## src/rtl/kiu_pkg.sv

```systemverilog
// ============================================================================
// Module      : kiu_pkg
// Description : Shared constants and types for the kernel interrupt unit.
// Revision    : 1.0 - initial release
// ============================================================================
`default_nettype none

package kiu_pkg;

  localparam logic [31:0] KIU_IRQ_VECTOR = 32'h0000_0008;
  localparam logic [31:0] KIU_URQ_VECTOR = 32'h0000_0004;

  typedef enum logic [1:0] {
    IDLE    = 2'd0,
    PENDING = 2'd1,
    ACK     = 2'd2
  } kiu_rx_state_t;

endpackage

`default_nettype wire

```

## src/rtl/kiu_int_receiver_if.sv

```systemverilog
// ============================================================================
// Module      : kiu_int_receiver_if
// Description : Controller/pipeline signals of the interrupt receiver.
//               ErrorFlag/ErrorClr exist only with KIU_INT_RX_ERRCHK_EN.
// Revision    : 1.0 - initial release
// ============================================================================
`default_nettype none

interface kiu_int_receiver_if;

  logic        EIC_IntReq;
  logic        EIC_IntId;
  logic        EIC_IntAck;
  logic        IntEnable;
  logic        IntTaken;
  logic        IntTrap;
  logic        IntUrgent;
  logic [31:0] IntVector;
`ifdef KIU_INT_RX_ERRCHK_EN
  logic        ErrorFlag;
  logic        ErrorClr;
`endif

`ifdef KIU_INT_RX_ERRCHK_EN
  modport master (
    output EIC_IntReq, EIC_IntId, IntEnable, IntTaken, ErrorClr,
    input  EIC_IntAck, IntTrap, IntUrgent, IntVector, ErrorFlag
  );
  modport slave (
    input  EIC_IntReq, EIC_IntId, IntEnable, IntTaken, ErrorClr,
    output EIC_IntAck, IntTrap, IntUrgent, IntVector, ErrorFlag
  );
`else
  modport master (
    output EIC_IntReq, EIC_IntId, IntEnable, IntTaken,
    input  EIC_IntAck, IntTrap, IntUrgent, IntVector
  );
  modport slave (
    input  EIC_IntReq, EIC_IntId, IntEnable, IntTaken,
    output EIC_IntAck, IntTrap, IntUrgent, IntVector
  );
`endif

endinterface

`default_nettype wire

```

## src/rtl/int_req_sync.sv

```systemverilog
// ============================================================================
// Module      : int_req_sync
// Description : 2-flop synchronizer with last-value flop and rising-edge pulse.
// Revision    : 1.0 - initial release
// ============================================================================
`default_nettype none

module int_req_sync (
  input  wire logic clk,
  input  wire logic rst,
  input  wire logic i_async,
  output logic      o_level,
  output logic      o_rise
);

  logic r_meta;
  logic r_sync;
  logic r_last;

  always_ff @(posedge clk or posedge rst) begin
    if (rst) begin
      r_meta <= 1'b0;
      r_sync <= 1'b0;
      r_last <= 1'b0;
    end else begin
      r_meta <= i_async;
      r_sync <= r_meta;
      r_last <= r_sync;
    end
  end

  assign o_level = r_sync;
  assign o_rise  = r_sync & ~r_last;

endmodule

`default_nettype wire

```

## src/rtl/kiu_int_receiver.sv

```systemverilog
// ============================================================================
// Module      : kiu_int_receiver
// Description : Receives EIC request pulses, holds one interrupt pending for
//               the pipeline and returns a toggle acknowledge on commit.
//               Optional protocol error flag: KIU_INT_RX_ERRCHK_EN.
// Revision    : 1.0 - initial release
// ============================================================================
`default_nettype none

module kiu_int_receiver
  import kiu_pkg::*;
#(
  parameter logic [31:0] IRQ_VECTOR = KIU_IRQ_VECTOR,
  parameter logic [31:0] URQ_VECTOR = KIU_URQ_VECTOR
) (
  input  wire logic          Clock,
  input  wire logic          Reset,
  kiu_int_receiver_if.slave  bus
);

  kiu_rx_state_t r_state;
  logic          r_urgent;
  logic          r_ack;
  logic          r_id_meta;
  logic          r_id_sync;
  logic          w_req_level;
  logic          w_req_rise;
  logic          w_edge;
  logic          w_trap;
  logic          w_take;

  int_req_sync u_req_sync (
    .clk     (Clock),
    .rst     (Reset),
    .i_async (bus.EIC_IntReq),
    .o_level (w_req_level),
    .o_rise  (w_req_rise)
  );

  always_ff @(posedge Clock or posedge Reset) begin
    if (Reset) begin
      r_id_meta <= 1'b0;
      r_id_sync <= 1'b0;
    end else begin
      r_id_meta <= bus.EIC_IntId;
      r_id_sync <= r_id_meta;
    end
  end

  assign w_edge = w_req_rise & w_req_level;
  assign w_trap = (r_state == PENDING) & (r_urgent | bus.IntEnable);
  assign w_take = w_trap & bus.IntTaken;

  // Edges outside IDLE are protocol violations and are dropped here.
  always_ff @(posedge Clock or posedge Reset) begin
    if (Reset) begin
      r_state  <= IDLE;
      r_urgent <= 1'b0;
      r_ack    <= 1'b0;
    end else begin
      case (r_state)
        IDLE: begin
          if (w_edge) begin
            r_state  <= PENDING;
            r_urgent <= r_id_sync;
          end
        end
        PENDING: begin
          if (w_take) begin
            r_state <= ACK;
            r_ack   <= ~r_ack;
          end
        end
        ACK:     r_state <= IDLE;
        default: r_state <= IDLE;
      endcase
    end
  end

`ifdef KIU_INT_RX_ERRCHK_EN
  logic r_err;

  // Set has priority over a coincident clear.
  always_ff @(posedge Clock or posedge Reset) begin
    if (Reset) begin
      r_err <= 1'b0;
    end else if (w_edge && (r_state != IDLE)) begin
      r_err <= 1'b1;
    end else if (bus.ErrorClr) begin
      r_err <= 1'b0;
    end
  end

  assign bus.ErrorFlag = r_err;
`endif

  assign bus.EIC_IntAck = r_ack;
  assign bus.IntTrap    = w_trap;
  assign bus.IntUrgent  = r_urgent;
  assign bus.IntVector  = r_urgent ? URQ_VECTOR : IRQ_VECTOR;

endmodule

`default_nettype wire

```

## src/flat_wrapper.sv

```systemverilog
// flat-port wrapper written by rule: the top's interface ports become plain ports
module kiu_int_receiver_flat import kiu_pkg::*;
#(
  parameter logic [31:0] IRQ_VECTOR = KIU_IRQ_VECTOR,
  parameter logic [31:0] URQ_VECTOR = KIU_URQ_VECTOR
)
  (Clock, Reset, bus_EIC_IntReq, bus_EIC_IntId, bus_IntEnable, bus_IntTaken, bus_EIC_IntAck, bus_IntTrap, bus_IntUrgent, bus_IntVector);
  kiu_int_receiver_if bus_i ();
  input  wire logic Clock;
  input  wire logic Reset;
  input wire logic [$bits(bus_i.EIC_IntReq)-1:0] bus_EIC_IntReq;
  input wire logic [$bits(bus_i.EIC_IntId)-1:0] bus_EIC_IntId;
  input wire logic [$bits(bus_i.IntEnable)-1:0] bus_IntEnable;
  input wire logic [$bits(bus_i.IntTaken)-1:0] bus_IntTaken;
  output wire logic [$bits(bus_i.EIC_IntAck)-1:0] bus_EIC_IntAck;
  output wire logic [$bits(bus_i.IntTrap)-1:0] bus_IntTrap;
  output wire logic [$bits(bus_i.IntUrgent)-1:0] bus_IntUrgent;
  output wire logic [$bits(bus_i.IntVector)-1:0] bus_IntVector;
  assign bus_i.EIC_IntReq = bus_EIC_IntReq;
  assign bus_i.EIC_IntId = bus_EIC_IntId;
  assign bus_i.IntEnable = bus_IntEnable;
  assign bus_i.IntTaken = bus_IntTaken;
  assign bus_EIC_IntAck = bus_i.EIC_IntAck;
  assign bus_IntTrap = bus_i.IntTrap;
  assign bus_IntUrgent = bus_i.IntUrgent;
  assign bus_IntVector = bus_i.IntVector;
  kiu_int_receiver #(.IRQ_VECTOR(IRQ_VECTOR), .URQ_VECTOR(URQ_VECTOR)) u_core (.Clock(Clock), .Reset(Reset), .bus(bus_i));
endmodule
```

## config.mk

```make
export PLATFORM = sky130hd
export DESIGN_NAME = kiu_int_receiver_flat
export DESIGN_NICKNAME = d
export VERILOG_FILES = /design/src/rtl/kiu_pkg.sv /design/src/rtl/kiu_int_receiver_if.sv /design/src/rtl/int_req_sync.sv /design/src/rtl/kiu_int_receiver.sv /design/src/flat_wrapper.sv
export SDC_FILE = /design/constraint.sdc
export NUM_CORES = 1
export LEC_CHECK = 0
export CAP_MARGIN = 10
export CELL_PAD_IN_SITES_DETAIL_PLACEMENT = 1
export CELL_PAD_IN_SITES_GLOBAL_PLACEMENT = 2
export CORE_MARGIN = 2
export CORE_UTILIZATION = 17
export CTS_CLUSTER_DIAMETER = 40
export DETAILED_ROUTE_END_ITERATION = 8
export GPL_ROUTABILITY_DRIVEN = 0
export HOLD_SLACK_MARGIN = 0.03
export PLACE_DENSITY = 0.72
export SYNTH_ARGS = -nofsm -noshare
export SYNTH_HDL_FRONTEND = slang
export SYNTH_SLANG_ARGS = --single-unit
```

## constraint.sdc

```tcl
create_clock -name Clock -period 1.2 [get_ports Clock]
set_input_delay 0.24 -clock Clock [delete_from_list [all_inputs] [get_ports Clock]]
set_output_delay 0.24 -clock Clock [all_outputs]
set_load 0.005 [all_outputs]
```

### After elaboration in Yosys (flattened, before gate mapping)

Index checks and enable logic that the tools add are counted.

| operators by class | value |
|---|---|
| equality and inequality tests | 3 |
| muxes and demuxes | 4 |
| bitwise logic cells | 7 |
| reduce and logical (&&, ||, !) cells | 4 |

Operators with widths:

| operator | number |
|---|---|
| $reduce_and A2 Y1 | 3 |
| $and A1 B1 Y1 | 4 |
| $mux W2 | 2 |
| $mux W4 | 1 |
| $ne A2 B1 Y1 const B | 2 |
| $pmux W2 S2 | 1 |
| $eq A2 B1 Y1 const B | 1 |
| $logic_not A2 Y1 | 1 |
| $not A1 Y1 | 2 |
| $or A1 B1 Y1 | 1 |

| storage, ports and cells | value |
|---|---|
| bits in registers | 9 |
| output and inout port bits | 35 |
| word-level logic and storage cells | 26 |

### Longest topological paths before layout

| depth | value |
|---|---|
| word-level depth | 5 |
| gate-level depth with buffers | 3 |
| mapped depth without buffers | 3 |

### Hierarchy

A second synthesis with hierarchy kept.

| second synthesis, totals | value |
|---|---|
| cells, all modules | 54 |
| area total of the unflattened synthesis | 565.5 um^2 |

By module, submodules not included:

| module | instances | cells an instance | area each (um^2) |
|---|---|---|---|
| kiu_int_receiver | 1 | 49 | 473.0 |
| int_req_sync | 1 | 5 | 92.6 |

### Worst setup path before layout

OpenSTA, ideal clock, no wires.

| timing | value |
|---|---|
| kind | register -> register |
| from | register u_core.r_urgent (netlist: u_core.bus.IntUrgent) |
| to | register u_core.r_ack (netlist: u_core.bus.EIC_IntAck) |
| setup time | 123 ps |
| data arrival time | 896 ps |
| required time | 1,077 ps |
| setup slack | 180 ps |
| cell stages (with the launch flop) | 4 |
| path through | dfrtp_1 -> nor2_1 -> and4bb_4 -> xor2_2 |

| between the ends | value |
|---|---|
| word-level cells in the longest chain between the ends | 4 |

RTL lines:

| what | RTL line | RTL |
|---|---|---|
| from (decl) | kiu_int_receiver.sv:22 | `logic r_urgent;` |
| from (signal assigned) | kiu_int_receiver.sv:65 | `r_urgent <= r_id_sync;` |
| $or A1 B1 Y1 | kiu_int_receiver.sv:51 | `assign w_trap = (r_state == PENDING) & (r_urgent \| bus.IntEnable);` |
| $and A1 B1 Y1 | kiu_int_receiver.sv:51 |  |
| $and A1 B1 Y1 | kiu_int_receiver.sv:52 | `assign w_take = w_trap & bus.IntTaken;` |
| $reduce_and A2 Y1 (no source line) | - |  |
| to (signal assigned) | kiu_int_receiver.sv:71 | `r_ack <= ~r_ack;` |
| to (decl) | kiu_int_receiver.sv:23 | `logic r_ack;` |

No other way between the ends.
A chain may end at the register's enable or synchronous reset.

### Worst setup path in the final report

| timing | value |
|---|---|
| from | register u_core.r_urgent (netlist: u_core.bus.IntUrgent) |
| to | output bus_IntTrap |

| between the ends | value |
|---|---|
| word-level cells in the longest chain between the ends | 2 |

RTL lines:

| what | RTL line | RTL |
|---|---|---|
| $or A1 B1 Y1 | kiu_int_receiver.sv:51 |  |
| $and A1 B1 Y1 | kiu_int_receiver.sv:51 |  |
| to (decl) | flat_wrapper.sv:16 | `output wire logic [$bits(bus_i.IntTrap)-1:0] bus_IntTrap;` |

No other way between the ends.

==> run metrics <==
area leader, netlist=buf_4; Lkg Pwr=0.338 nW; Synth top area share=42.4%; max cap viols=0; post-synth cell types=13; final setup fails=1; crit end category=output pin; #FFs+latches synth=9; Clock Sinks=9; Port-buffer cells=10; Cells after DPL=109; failing checks=setup timing; I/O pins=41; Clock Tree Buf Depth=2; CTS buffer count=3; delay of the slowest cell on the worst path=0.38 ns; min-delay worst type=input pin to async pin; Remaining Overflow, GRT=0; Crit Path Class=flop to output pin; PwrDens=1690 mW/mm^2; drt wl/cell=6.61 um; DRT antenna net count=0; critical path required time=0.96 ns; outcome=finished, violations left; die area=0.00370 sq mm; Core Area=0.00305 sq mm; Worst R2R Setup Slack=0.09 ns; CTS tree=done; pre-CTS setup slack=-0.519 ns; sequential share of the synthesized area=41.0%; CTS root buffer=clkbuf_4; cells on worst reg2reg path=3; YS warnings=0; residual DRC count=0; Clock Skews=0.00520 ns; cts hold-fix bufs=0; Area Growth Syn to Fin=17.8%; Hold Vio Cnt, Final=0; layout cell share with drive strength beyond 1=25.7%; crit path from=u_core.bus.IntUrgent$_DFFE_PP0P_; worst-path cell chain=nor2_2 -> nor3b_2 -> buf_2; post-route clock period utilization=102%; final worst setup slack=-0.0223 ns; Mapped Cells=53; Crit Path Max Fanout=2; crit start category=flop; Clock transition at path regs=0.06 ns; DR vias/cell=2.59; largest net degree at the start of global routing=10; Die Span X=60.8 um; WHS=0.243 ns; unrepaired setup endpoints after global routing=true; CP arrival=0.98 ns; Peak supply drop=544 uV; drt total wl=753 um; number of antenna diodes=0; synthesized cell area=549 sq um; drt pass-1 iters=1; NumNets Final=77; Die Span Y=60.8 um; commonest non-fill, non-tap cell in the layout=conb_1; Critical-path top delay cell=dfrtp_1; initial core utilization=18.0%; Initial DRC Count=0; Setup crit end=bus_IntTrap; syn_area_per_cell=10.4 sq um; vias in the first global route=227; Worst-Skew Late Latency=0.25 ns; first-pass GRT wire length=1060 um; sum of negative setup slack=-0.0223 ns; total number of H-tree levels=1; fin crit period=1.22 ns; Detail Placement HPWL=638 um; RR Endpoint=u_core.bus.IntUrgent$_DFFE_PP0P_; Fmax=818 MHz; max-slew violations=0; Total Routing Usage GR=4.16%; Cell Rows=20; routed vias=295; Finished Layout Cells=114; most frequent cells in the layout=conb_1, dfrtp_1, clkdlybuf4s50_1, buf_4, clkbuf_4; R2R Path Start=u_core.r_state[1]$_DFFE_PP0P_; Synth area leaders=buf_4, dfrtp_1, and4bb_4; initial antenna violation count=0; Overall Power=1.09 mW
-- where the power goes --
group | switching (mW) | internal, mW
Clock | 0.101 | 0.128
Combinational | 0.177 | 0.266
Sequential | 0.0487 | 0.372
Total | 0.326 | 0.766
-- cell families (layout without fill, tap and decap cells) --
| logic type | count (synthesis) | after routing | synth area share [%] |
|---|---|---|---|
| buffers and inverters | 34 | 22 | 44.4 |
| flip-flops | 9 | 9 | 41.0 |
| AND/OR/NAND/NOR | 6 | 6 | 9.11 |
| AO/OA/AOI/OAI | 2 | 2 | 1.82 |
| other | 1 | 30 | 0.683 |
| XOR/XNOR | 1 | 1 | 2.96 |
-- metrics by stage --
step | utilization (%) | cell area, sq um
6_report | 21.2 | 647
5_1_grt | 21.2 | 647
4_1_cts | 20.9 | 637
3_5_place_dp | 20.0 | 611
3_3_place_gp | 20.0 | 611
2_1_floorplan | - | 658
-- flip-flops by register name, indices dropped and copies added, names as in the netlist --
name	flops
u_core.r_state	2
u_core.bus.IntUrgent	1
u_core.r_id_meta	1
u_core.u_req_sync.r_meta	1
u_core.r_id_sync	1
u_core.bus.EIC_IntAck	1
u_core.u_req_sync.r_last	1
u_core.u_req_sync.o_level	1
-- routing by layer --
metal	part of all wire (%)	routed length, um	vias up	track usage, %
li1	-	-	135	-
met1	39	292	135	4.81
met2	46	348	25	5.99
met3	15	111	0	3.41
met4	0	0	0	0.932
met5	0	0	-	0
-- critical path, delay by kind of cell (launching register included) --
family        cells  cell delay (ns)
buf+inv           1             0.13
flops             1             0.38
simple gates      2             0.22
-- repair_timing --
action / in CTS / in global routing
gates resized for setup: 11 / 12
buffers inserted: 0 / 1
pin swaps: 0 / 2
endpoints found under the setup margin: 5 / 5
-- how the worst min path moves through the flow --
stage,cells past startpoint,slack (ns),to,start
3_5_place_dp,0,0.34,u_core.r_id_sync$_DFF_PP0_,u_core.r_id_meta$_DFF_PP0_
6_report,2,0.24,u_core.u_req_sync.r_last$_DFF_PP0_,Reset
2_1_floorplan,1,0.07,u_core.bus.EIC_IntAck$_DFFE_PP0P_,Reset
4_1_cts,2,0.25,u_core.u_req_sync.r_last$_DFF_PP0_,Reset
5_1_grt,2,0.28,u_core.u_req_sync.r_last$_DFF_PP0_,Reset
3_3_place_gp,0,0.33,u_core.u_req_sync.o_level$_DFF_PP0_,u_core.u_req_sync.r_meta$_DFF_PP0_
-- cell usage after synthesis --
cell type   n
nand2_1     1
nor3_2      1
conb_1      1
and4bb_4    1
nor3b_1     1
inv_1       3
a21oi_1     1
nor2_1      1
nor4b_1     1
xor2_2      1
buf_4      31
o21ai_0     1
dfrtp_1     9
-- area by class of cell --
class / instances / area [sq um]
fill: 377 / 2410
clock buffer: 4 / 26.3
sequential: 9 / 225
timing repair buffer: 15 / 130
inverter: 3 / 13.8
multi-input combinational: 39 / 196
tap: 44 / 55.1
Power figures use the tool's default switching activity.
